### src/rtl/matrix_scan_capture_pkg.sv
// Shared sizes, FSM state type and one-hot helper for the 5x7 matrix scan receiver.
// Pure declarations: no latency, no flow control.
package matrix_scan_pkg;
    localparam int N_COL     = 5;
    localparam int N_LINE    = 7;
    localparam int FRAME_W   = N_COL * N_LINE;
    localparam int COL_IDX_W = $clog2(N_COL);

    typedef enum logic {SYNC, CAPTURE} scan_state_t;

    function automatic logic [N_COL-1:0] col_onehot(input logic [COL_IDX_W-1:0] idx);
        logic [N_COL-1:0] one;
        one = {{(N_COL-1){1'b0}}, 1'b1};
        return one << idx;
    endfunction
endpackage

### src/rtl/matrix_scan_capture_if.sv
// Scan pins in, captured frame and status out; master drives the scan, slave is the receiver.
// Plain wires: no latency, no backpressure (scan is sampled every cycle).
interface matrix_scan_capture_if;
    logic [matrix_scan_pkg::N_COL-1:0]   m_col;
    logic [matrix_scan_pkg::N_LINE-1:0]  m_line;
    logic [matrix_scan_pkg::FRAME_W-1:0] frame;
    logic                                frame_valid;
    logic                                scan_err;
    logic                                locked;
    logic [7:0]                          frame_count;

    modport master (output m_col, m_line,
                    input  frame, frame_valid, scan_err, locked, frame_count);
    modport slave  (input  m_col, m_line,
                    output frame, frame_valid, scan_err, locked, frame_count);
endinterface

### src/rtl/matrix_scan_capture_scan_stability_filter.sv
// 2-flop synchroniser plus column acceptance; accept 2 cycles after a pin change, 2+STABLE_CYCLES
// with MATRIX_SCAN_STABILITY_FILTER_EN (glitch rejection). No backpressure: one-cycle accept pulse.
module scan_stability_filter
    import matrix_scan_pkg::*;
`ifdef MATRIX_SCAN_STABILITY_FILTER_EN
#(
    parameter int STABLE_CYCLES = 4
)
`endif
(
    input  logic              clk,
    input  logic              clr,
    input  logic [N_COL-1:0]  col_i,
    input  logic [N_LINE-1:0] line_i,
    output logic              acc_o,
    output logic [N_COL-1:0]  col_o,
    output logic [N_LINE-1:0] line_o
);
    logic [N_COL-1:0]  col_s1_q, col_s2_q;
    logic [N_LINE-1:0] line_s1_q, line_s2_q;

    always_ff @(posedge clk) begin
        if (clr) begin
            col_s1_q  <= '0;
            col_s2_q  <= '0;
            line_s1_q <= '0;
            line_s2_q <= '0;
        end else begin
            col_s1_q  <= col_i;
            col_s2_q  <= col_s1_q;
            line_s1_q <= line_i;
            line_s2_q <= line_s1_q;
        end
    end

    assign col_o  = col_s2_q;
    assign line_o = line_s2_q;

`ifdef MATRIX_SCAN_STABILITY_FILTER_EN
    localparam int CNT_W = $clog2(STABLE_CYCLES + 2);
    localparam logic [CNT_W-1:0] CNT_HIT = CNT_W'(STABLE_CYCLES);
    localparam logic [CNT_W-1:0] CNT_MAX = CNT_W'(STABLE_CYCLES + 1);

    logic [CNT_W-1:0] cnt_q, cnt_d;

    // Counts repeats of the synchronised sample; saturating one past the hit keeps the pulse single.
    always_comb begin
        cnt_d = '0;
        if ({col_s1_q, line_s1_q} == {col_s2_q, line_s2_q})
            cnt_d = (cnt_q == CNT_MAX) ? cnt_q : cnt_q + 1'b1;
    end

    always_ff @(posedge clk) begin
        if (clr) cnt_q <= '0;
        else     cnt_q <= cnt_d;
    end

    assign acc_o = (cnt_q == CNT_HIT) && (|col_s2_q);
`else
    logic [N_COL-1:0] col_prev_q;

    always_ff @(posedge clk) begin
        if (clr) col_prev_q <= '0;
        else     col_prev_q <= col_s2_q;
    end

    assign acc_o = (col_s2_q != col_prev_q) && (|col_s2_q);
`endif
endmodule

### src/rtl/matrix_scan_capture.sv
// Rebuilds the 35-bit frame from the column scan; frame_valid 1 cycle after column 0 is accepted.
// No backpressure: pins sampled every cycle; MATRIX_SCAN_STABILITY_FILTER_EN adds glitch filtering.
module matrix_scan_capture
    import matrix_scan_pkg::*;
#(
`ifdef MATRIX_SCAN_STABILITY_FILTER_EN
    parameter int STABLE_CYCLES  = 4,
`endif
    parameter int TIMEOUT_CYCLES = 1_000_000
)(
    input  logic                 clk,
    input  logic                 clr,
    matrix_scan_capture_if.slave scan
);
    localparam int TMR_W = $clog2(TIMEOUT_CYCLES + 1);
    localparam logic [TMR_W-1:0]     TMR_LAST = TMR_W'(TIMEOUT_CYCLES - 1);
    localparam logic [COL_IDX_W-1:0] LAST_COL = COL_IDX_W'(N_COL - 1);

    logic              acc;
    logic [N_COL-1:0]  acc_col;
    logic [N_LINE-1:0] acc_line;

`ifdef MATRIX_SCAN_STABILITY_FILTER_EN
    scan_stability_filter #(.STABLE_CYCLES(STABLE_CYCLES)) u_filter (
`else
    scan_stability_filter u_filter (
`endif
        .clk    (clk),
        .clr    (clr),
        .col_i  (scan.m_col),
        .line_i (scan.m_line),
        .acc_o  (acc),
        .col_o  (acc_col),
        .line_o (acc_line)
    );

    scan_state_t            state_q;
    logic [COL_IDX_W-1:0]   expect_q;
    logic [FRAME_W-1:0]     shadow_q, frame_q;
    logic                   fv_q, err_q, locked_q;
    logic [7:0]             count_q;
    logic [TMR_W-1:0]       timer_q;

    logic [FRAME_W-1:0]     col_bits, col_mask, shadow_wr;

    // Frame bit N_COL*L+C holds LED (line L, column C); lines are active-low on the pins.
    always_comb begin
        col_bits = '0;
        col_mask = '0;
        for (int l = 0; l < N_LINE; l++) begin
            for (int c = 0; c < N_COL; c++) begin
                col_mask[N_COL*l+c] = acc_col[c];
                col_bits[N_COL*l+c] = acc_col[c] & ~acc_line[l];
            end
        end
    end

    assign shadow_wr = (shadow_q & ~col_mask) | col_bits;

    always_ff @(posedge clk) begin
        if (clr) begin
            state_q  <= SYNC;
            expect_q <= LAST_COL;
            shadow_q <= '0;
            frame_q  <= '0;
            fv_q     <= 1'b0;
            err_q    <= 1'b0;
            locked_q <= 1'b0;
            count_q  <= '0;
            timer_q  <= '0;
        end else begin
            fv_q  <= 1'b0;
            err_q <= 1'b0;
            case (state_q)
                SYNC: begin
                    timer_q <= '0;
                    if (acc && acc_col == col_onehot(LAST_COL)) begin
                        state_q  <= CAPTURE;
                        expect_q <= LAST_COL - 1'b1;
                        locked_q <= 1'b1;
                        shadow_q <= col_bits;
                    end
                end
                CAPTURE: begin
                    if (acc) begin
                        timer_q <= '0;
                        if (acc_col == col_onehot(expect_q)) begin
                            shadow_q <= shadow_wr;
                            if (expect_q == '0) begin
                                frame_q  <= shadow_wr;
                                fv_q     <= 1'b1;
                                count_q  <= count_q + 1'b1;
                                expect_q <= LAST_COL;
                            end else begin
                                expect_q <= expect_q - 1'b1;
                            end
                        end else begin
                            err_q    <= 1'b1;
                            shadow_q <= '0;
                            locked_q <= 1'b0;
                            state_q  <= SYNC;
                        end
                    end else if (timer_q == TMR_LAST) begin
                        err_q    <= 1'b1;
                        shadow_q <= '0;
                        locked_q <= 1'b0;
                        timer_q  <= '0;
                        state_q  <= SYNC;
                    end else begin
                        timer_q <= timer_q + 1'b1;
                    end
                end
                default: state_q <= SYNC;
            endcase
        end
    end

    assign scan.frame       = frame_q;
    assign scan.frame_valid = fv_q;
    assign scan.scan_err    = err_q;
    assign scan.locked      = locked_q;
    assign scan.frame_count = count_q;
endmodule
### src/flat_wrapper.sv
// flat-port wrapper written by rule: the top's interface ports become plain ports
module matrix_scan_capture_flat import matrix_scan_pkg::*;
#(

    parameter int TIMEOUT_CYCLES = 1_000_000
)
  (clk, clr, scan_m_col, scan_m_line, scan_frame, scan_frame_valid, scan_scan_err, scan_locked, scan_frame_count);
  matrix_scan_capture_if scan_i ();
  input  logic clk;
  input  logic clr;
  input wire logic [$bits(scan_i.m_col)-1:0] scan_m_col;
  input wire logic [$bits(scan_i.m_line)-1:0] scan_m_line;
  output wire logic [$bits(scan_i.frame)-1:0] scan_frame;
  output wire logic [$bits(scan_i.frame_valid)-1:0] scan_frame_valid;
  output wire logic [$bits(scan_i.scan_err)-1:0] scan_scan_err;
  output wire logic [$bits(scan_i.locked)-1:0] scan_locked;
  output wire logic [$bits(scan_i.frame_count)-1:0] scan_frame_count;
  assign scan_i.m_col = scan_m_col;
  assign scan_i.m_line = scan_m_line;
  assign scan_frame = scan_i.frame;
  assign scan_frame_valid = scan_i.frame_valid;
  assign scan_scan_err = scan_i.scan_err;
  assign scan_locked = scan_i.locked;
  assign scan_frame_count = scan_i.frame_count;
  matrix_scan_capture #(.TIMEOUT_CYCLES(TIMEOUT_CYCLES)) u_core (.clk(clk), .clr(clr), .scan(scan_i));
endmodule
### config.mk
export PLATFORM = sky130hd
export DESIGN_NAME = matrix_scan_capture_flat
export DESIGN_NICKNAME = d
export VERILOG_FILES = /design/src/rtl/matrix_scan_capture_pkg.sv /design/src/rtl/matrix_scan_capture_if.sv /design/src/rtl/matrix_scan_capture_scan_stability_filter.sv /design/src/rtl/matrix_scan_capture.sv /design/src/flat_wrapper.sv
export SDC_FILE = /design/constraint.sdc
export NUM_CORES = 1
export LEC_CHECK = 0
export ABC_CLOCK_PERIOD_IN_PS = 2700
export BUFFER_PORTS_ARGS = -buffer_cell sky130_fd_sc_hd__buf_4
export CORE_UTILIZATION = 38
export DETAILED_ROUTE_END_ITERATION = 10
export PLACE_DENSITY = 0.67
export SYNTH_ARGS = -nofsm -noshare
export SYNTH_HDL_FRONTEND = slang
export SYNTH_SLANG_ARGS = --single-unit
export TNS_END_PERCENT = 100
### constraint.sdc
create_clock -name clk -period 2.7 [get_ports clk]
set_clock_uncertainty 0.2 [all_clocks]
set_input_delay 0.135 -clock clk [delete_from_list [all_inputs] [get_ports clk]]
set_output_delay 0.135 -clock clk [all_outputs]
set_load 0.01 [all_outputs]
==> out/results.ini, run 1 <==
[sta]
tightest_slew_ns = 0.7434
slew_violations = 0
hold_violations = 0
tns_ns = 0
max_slew_margin_pct = 50.44
period_minus_slack_ns = 2.573
setup_viol = 0
min_period_over_period_pct = 95.30
fin_hold_ws_ns = 0.2342
clock.fmax_mhz = 388.6

[detailed_routing]
dr.pass1.iters = 4
wl_per_cell_um = 14.33
drt_iter0_markers = 207
num_vias = 4350
viasPerCell = 5.210
antenna_left = 0
wl_um = 11970
drc = 0

[synthesis]
yosys.area.top_type = dfxtp_1
ys_top_cells_by_area = dfxtp_1 (51%), nor2_1 (6.1%), a211o_1 (6.0%)
synth_edf_count = 0
ys_ff_latch = 134
post_synth_and_or_nand_nor_area_fraction_pct = 19.48
synth_compound_area_share_pct = 20.62
synthArstFlopShare_pct = 0
synth.top_cell.area_share_pct = 51.11
synth_ff_type = dfxtp_1
yosys.area_share.adder_pct = 0.4768
syn_nets = 582
ys_types = 50
postSynthAreaPerCell_um2 = 9.273
yosys_warnings = 0
synthesis.instances = 566
synth_xor_area_share_pct = 4.005
synthMuxAreaShare_pct = 0.1907
ys_seq_area_share_pct = 51.11
synth_top_family_by_area = compound AO/OA/AOI/OAI gates
syn_area_mm2 = 0.005249

[global_routing]
grt-busiest-layer = met2
grt_use_met1_pct = 23.51
antenna_found_initial = 0
grt_use_met3_pct = 4.230
grt_pass1_wl_um = 19580
grt_pass1_vias = 4004
met2_usage_pct = 26.23
grt_max_degree = 71
grtUsageTotal_pct = 17.36
grt_overflow = 0

[floorplan]
dieHeight_um = 119.5
ios = 60
die_w_um = 119.5
rows = 42
start_util_pct = 39.32
dieArea_mm2 = 0.01429
placeableCoreArea_mm2 = 0.01335

[clock_tree]
htreeDepth = 4
clock_latency_ns = 0.42
clk_pin_slew_ns = 0.06
cts_buffers = 17
clockRootBuffer = clkbuf_16
clkSinkCount = 134
cts_buffer_depth = 2
cts_tree = yes

[power_and_ir_drop]
pwr_density_cell_mw_per_mm2 = 683.9
pwr-share-clk_pct = 49.6
p_sw_share_pct = 23.22
max-vdd-ir-drop_mv = 0.4052
combPwrFrac_pct = 5.6
seqPwrFrac_pct = 44.8
switchingPower_uw = 1066
leakagePower_uw = 0.002516
p_int_uw = 3524

[finish]
utilization_pct = 50.27
multi_input_area_mm2 = 0.002369
area_growth_pct = 27.84
regArea_mm2 = 0.002683
antennaDiodeCount = 0
layout-drive-gt1-share_pct = 18.51
fin_nets = 662
final_cells = 835
fill_cells = 1246
fin_area_mm2 = 0.006710

[outcome]
status = complete, no violations

[setup_path]
slowest_delay_ns = 0.48
slowest_stage = dfxtp_1
path_max_fanout = 8
cp-end-kind = flip-flop
cp.arrival_ns = 2.73
cp_num_buf_inv = 1
worst-path-stages = 7
timing.setup.critical_path_class = flip-flop to flip-flop
cp.required_ns = 2.86
reg2reg_depth = 7
critical_path.startpoint_type = flip-flop
cp_cell_sequence = nor4b_2 > o21ai_1 > a32oi_4 > nand4_1 > buf_4 > o22ai_4 > a22o_1
critical_path.top_delay_family = compound AO/OA/AOI/OAI gates

[placement]
place_area_mm2 = 0.005892
place_congestion = 0.8915
place_inst = 782
portBuffers = 59
dpl.hpwl_um = 7891

[run]
cap_violations = 0

[min_path]
hp-class = flip-flop to flip-flop
hold-path-cell-count = 1

-- synthesized netlist by cell type (7+ instances only) --
| cell type | count |
|---|---|
| a22o_1 | 28 |
| a211o_1 | 36 |
| dfxtp_1 | 134 |
| nor2_1 | 85 |
| inv_1 | 7 |
| a21oi_1 | 46 |
| xnor2_1 | 11 |
| nand3_1 | 16 |
| clkbuf_1 | 25 |
| nand2_1 | 47 |
| xor2_1 | 13 |
| or3_1 | 7 |
| buf_2 | 8 |
| nor2b_1 | 30 |
-- cell usage in the layout (no fill, tap or decap), types with 2 or more instances in the layout --
| cell | n |
|---|---|
| a211o_1 | 36 |
| a21boi_0 | 2 |
| a21oi_1 | 46 |
| a21oi_2 | 2 |
| a22o_1 | 28 |
| a32oi_1 | 2 |
| and3_1 | 5 |
| buf_4 | 79 |
| bufinv_16 | 2 |
| clkbuf_16 | 17 |
| clkinvlp_4 | 5 |
| dfxtp_1 | 134 |
| dlygate4sd3_1 | 21 |
| ha_1 | 2 |
| inv_1 | 7 |
| inv_6 | 4 |
| nand2_1 | 47 |
| nand3_1 | 16 |
| nand4_1 | 5 |
| nor2_1 | 85 |
| nor2b_1 | 30 |
| nor3_1 | 6 |
| nor4_1 | 3 |
| o21ai_0 | 6 |
| o22ai_2 | 2 |
| o22ai_4 | 2 |
| o2bb2ai_1 | 6 |
| or3_1 | 7 |
| or4_1 | 2 |
| xnor2_1 | 11 |
| xor2_1 | 13 |
-- cell families (layout without fill, tap and decap cells) --
family          after synthesis  after routing
compound gates              143            143
xor+xnor                     24             24
fa+ha+maj                     2              2
buf+inv                      47            140
flops                       134            134
mux                           1              1
simple gates                215            215
-- repair_timing --
action,in CTS,in global routing
setup buffers,0,0
setup endpoints to repair,7,75
endpoints found under the hold margin,13,0
hold buffers,21,0
pin swaps,0,1
resized for setup,1,2
-- layer usage --
metal  vias up  part of all wire [%]
met5         -                     0
met4         0                   1.7
met3        17                   5.6
met2       110                    45
met1      2076                    47
li1       2147                     -
-- state kept, by name, indices dropped and copies added, names as in the netlist, 3 cells and up --
signal	flops
u_core.scan.frame_count	8
u_core.u_filter.line_s1_q	7
u_core.u_filter.line_o	7
u_core.u_filter.col_s1_q	5
u_core.timer_q	20
u_core.u_filter.col_prev_q	5
u_core.expect_q	3
u_core.scan.frame	35
u_core.u_filter.col_o	5
u_core.shadow_q	35
-- through the flow --
step,worst slack [ns],total power [uW]
2_1_floorplan,0.4380,2253
3_3_place_gp,0.1438,2321
3_5_place_dp,-0.05075,2329
4_1_cts,0.004258,4634
5_1_grt,-0.02644,4763
6_report,0.1269,4589
-- power groups by stage --
stage               Combinational (uW)  Sequential [uW]  Clock, uW
CTS                                254             2050       2320
global placement                   226             2100          0
global route                       283             2060       2420
floorplan                          177             2080          0
finish                             257             2060       2280
detailed placement                 231             2100          0
-- final timing paths --
| path | startpoint | to | slack [ns] |
|---|---|---|---|
| worst max register to register | u_core.u_filter.col_o[0]$_SDFF_PP0_ | u_core.shadow_q[6]$_SDFFE_PP0P_ | 0.13 |
| worst max-delay path | u_core.u_filter.col_o[0]$_SDFF_PP0_ | u_core.shadow_q[6]$_SDFFE_PP0P_ | 0.13 |
| worst min register to register | u_core.u_filter.line_s1_q[2]$_SDFF_PP0_ | u_core.u_filter.line_o[2]$_SDFF_PP0_ | 0.23 |
| worst min-delay path | u_core.u_filter.line_s1_q[2]$_SDFF_PP0_ | u_core.u_filter.line_o[2]$_SDFF_PP0_ | 0.23 |
-- area by class of cell --
cell class	count	area share, %
Clock buffer	19	6.601
Clock inverter	13	2.182
Inverter	7	0.3916
Multi-Input combinational cell	385	35.30
Tap cell	176	3.282
Sequential cell	134	39.98
Timing Repair Buffer	101	12.27
Power figures use the tool's default switching activity.
==> run 2: changes to the inputs <==
--- a/config.mk
+++ b/config.mk
@@ -10,6 +10,7 @@
 export CORE_UTILIZATION = 38
 export DETAILED_ROUTE_END_ITERATION = 10
 export PLACE_DENSITY = 0.67
+export RECOVER_POWER = 100
 export SYNTH_ARGS = -nofsm -noshare
 export SYNTH_HDL_FRONTEND = slang
 export SYNTH_SLANG_ARGS = --single-unit
==> run 2 against run 1 <==
Combinational power shrank 2%. Highest routed layer unchanged. Non-clock buffer count is the same. Sequential power is essentially flat. Sequential share of layout area grew 1.1 points. First-iteration DRC count shrank 2.9%. Design area shrank 2.7%. Flip-flop and latch count is the same.
==> out/results.ini, run 2 (synthesis gave the netlist of run 1 again) <==
[outcome]
status = complete, no violations

[clock_tree]
htreeDepth = 4
clockRootBuffer = clkbuf_16
clock_latency_ns = 0.42
clk_pin_slew_ns = 0.06
cts_buffer_depth = 2
cts_tree = yes
cts_buffers = 17
clkSinkCount = 134

[setup_path]
critical_path.startpoint_type = flip-flop
cp.arrival_ns = 2.72
r2r-start = u_core.u_filter.col_o[0]$_SDFF_PP0_
path_max_fanout = 8
timing.setup.critical_path_class = flip-flop to flip-flop
ff2ff_setup_slack_ns = 0.14
cp-end-kind = flip-flop
startpoint = u_core.u_filter.col_o[0]$_SDFF_PP0_
cp.required_ns = 2.86

[global_routing]
grt_pass1_wl_um = 19580
grt_pass1_vias = 4004
antenna_found_initial = 0
grt_overflow = 0
grtUsageTotal_pct = 17.36
grt_max_degree = 71

[sta]
max_slew_margin_pct = 50.76
tightest_slew_ns = 0.7386
hold_violations = 0
clock.fmax_mhz = 390.2
setup_viol = 0
min_period_over_period_pct = 94.91
tns_ns = 0
slew_violations = 0
period_minus_slack_ns = 2.563

[floorplan]
placeableCoreArea_mm2 = 0.01335
ios = 60
dieHeight_um = 119.5
die_w_um = 119.5
rows = 42
dieArea_mm2 = 0.01429
start_util_pct = 39.32

[power_and_ir_drop]
leakagePower_uw = 0.002311
pwr_density_cell_mw_per_mm2 = 702.3
max-vdd-ir-drop_mv = 0.4071

[finish]
antennaDiodeCount = 0
layout-drive-gt1-share_pct = 11.23
final_cells = 835
final_common_cell = dfxtp_1
area_growth_pct = 24.41
fin_area_mm2 = 0.006530
fin_nets = 662
utilization_pct = 48.92
layout_common_cells = dfxtp_1 (134), nor2_1 (85), clkbuf_1 (49)

[placement]
place_inst = 782
portBuffers = 59
place_congestion = 0.8915
dpl.hpwl_um = 7891
place_area_mm2 = 0.005892

[detailed_routing]
num_vias = 4328
dr.pass1.iters = 6
drc = 0
viasPerCell = 5.183
drt_iter0_markers = 201
wl_per_cell_um = 14.30
antenna_left = 0
wl_um = 11940

[min_path]
hp-class = flip-flop to flip-flop
hp-start = u_core.u_filter.line_s1_q[2]$_SDFF_PP0_

[run]
cap_violations = 0

[run 2: where the power goes]
| group | leakage [uW] | total [uW] | switching, uW | internal, uW |
|---|---|---|---|---|
| Clock | 0.000273 | 2280 | 883 | 1390 |
| Sequential | 0.00109 | 2060 | 41.3 | 2020 |
| Combinational | 0.000952 | 253 | 141 | 113 |
[run 2: layout make-up]
class | instances | area [um2]
Tap cell | 176 | 220.2
Clock inverter | 13 | 146.4
Clock buffer | 19 | 442.9
Sequential cell | 134 | 2683
Timing Repair Buffer | 101 | 643.1
Inverter | 7 | 26.28
Multi-Input combinational cell | 385 | 2369
Fill cell | 1301 | 6818
[run 2: timing repair]
action / CTS / global route
setup endpoints to repair: 7 / 75
pin swaps: 0 / 1
resized for setup: 1 / 2
gates cloned: 0 / 0
buffers inserted: 0 / 0
hold buffers: 21 / 0
endpoints found under the hold margin: 13 / 0
[run 2: worst max-delay path, cell delays in order, from the launching register on]
cell and delay [ns]:
dfxtp_1 0.48, nor4b_2 0.30, o21ai_1 0.14, a32oi_4 0.37, nand4_1 0.28, buf_4 0.25, o22ai_4 0.29, a22o_1 0.20
[run 2: worst paths after layout]
path / endpoint / cells past startpoint
max: u_core.shadow_q[6]$_SDFFE_PP0P_ / 7
min: u_core.u_filter.line_o[2]$_SDFF_PP0_ / 1
max reg2reg: u_core.shadow_q[6]$_SDFFE_PP0P_ / 7
min reg2reg: u_core.u_filter.line_o[2]$_SDFF_PP0_ / 1
[run 2: metal layers]
metal  part of all wire [%]  global-route usage [%]  up-vias
met5                      0                       0        -
met4                    1.9                   7.422        0
met3                    4.8                   4.230       21
met2                     45                   26.23       97
met1                     48                   23.51     2061
li1                       -                       -     2149
[run 2: stage by stage]
stage	setup slack [ns]	hold slack (ns)	total power, uW
2_1_floorplan	0.4380	0.06318	2253
3_3_place_gp	0.1438	0.1483	2321
3_5_place_dp	-0.05075	0.1524	2329
4_1_cts	0.004258	0.2399	4634
5_1_grt	-0.02646	0.2634	4760
6_report	0.1374	0.2338	4586
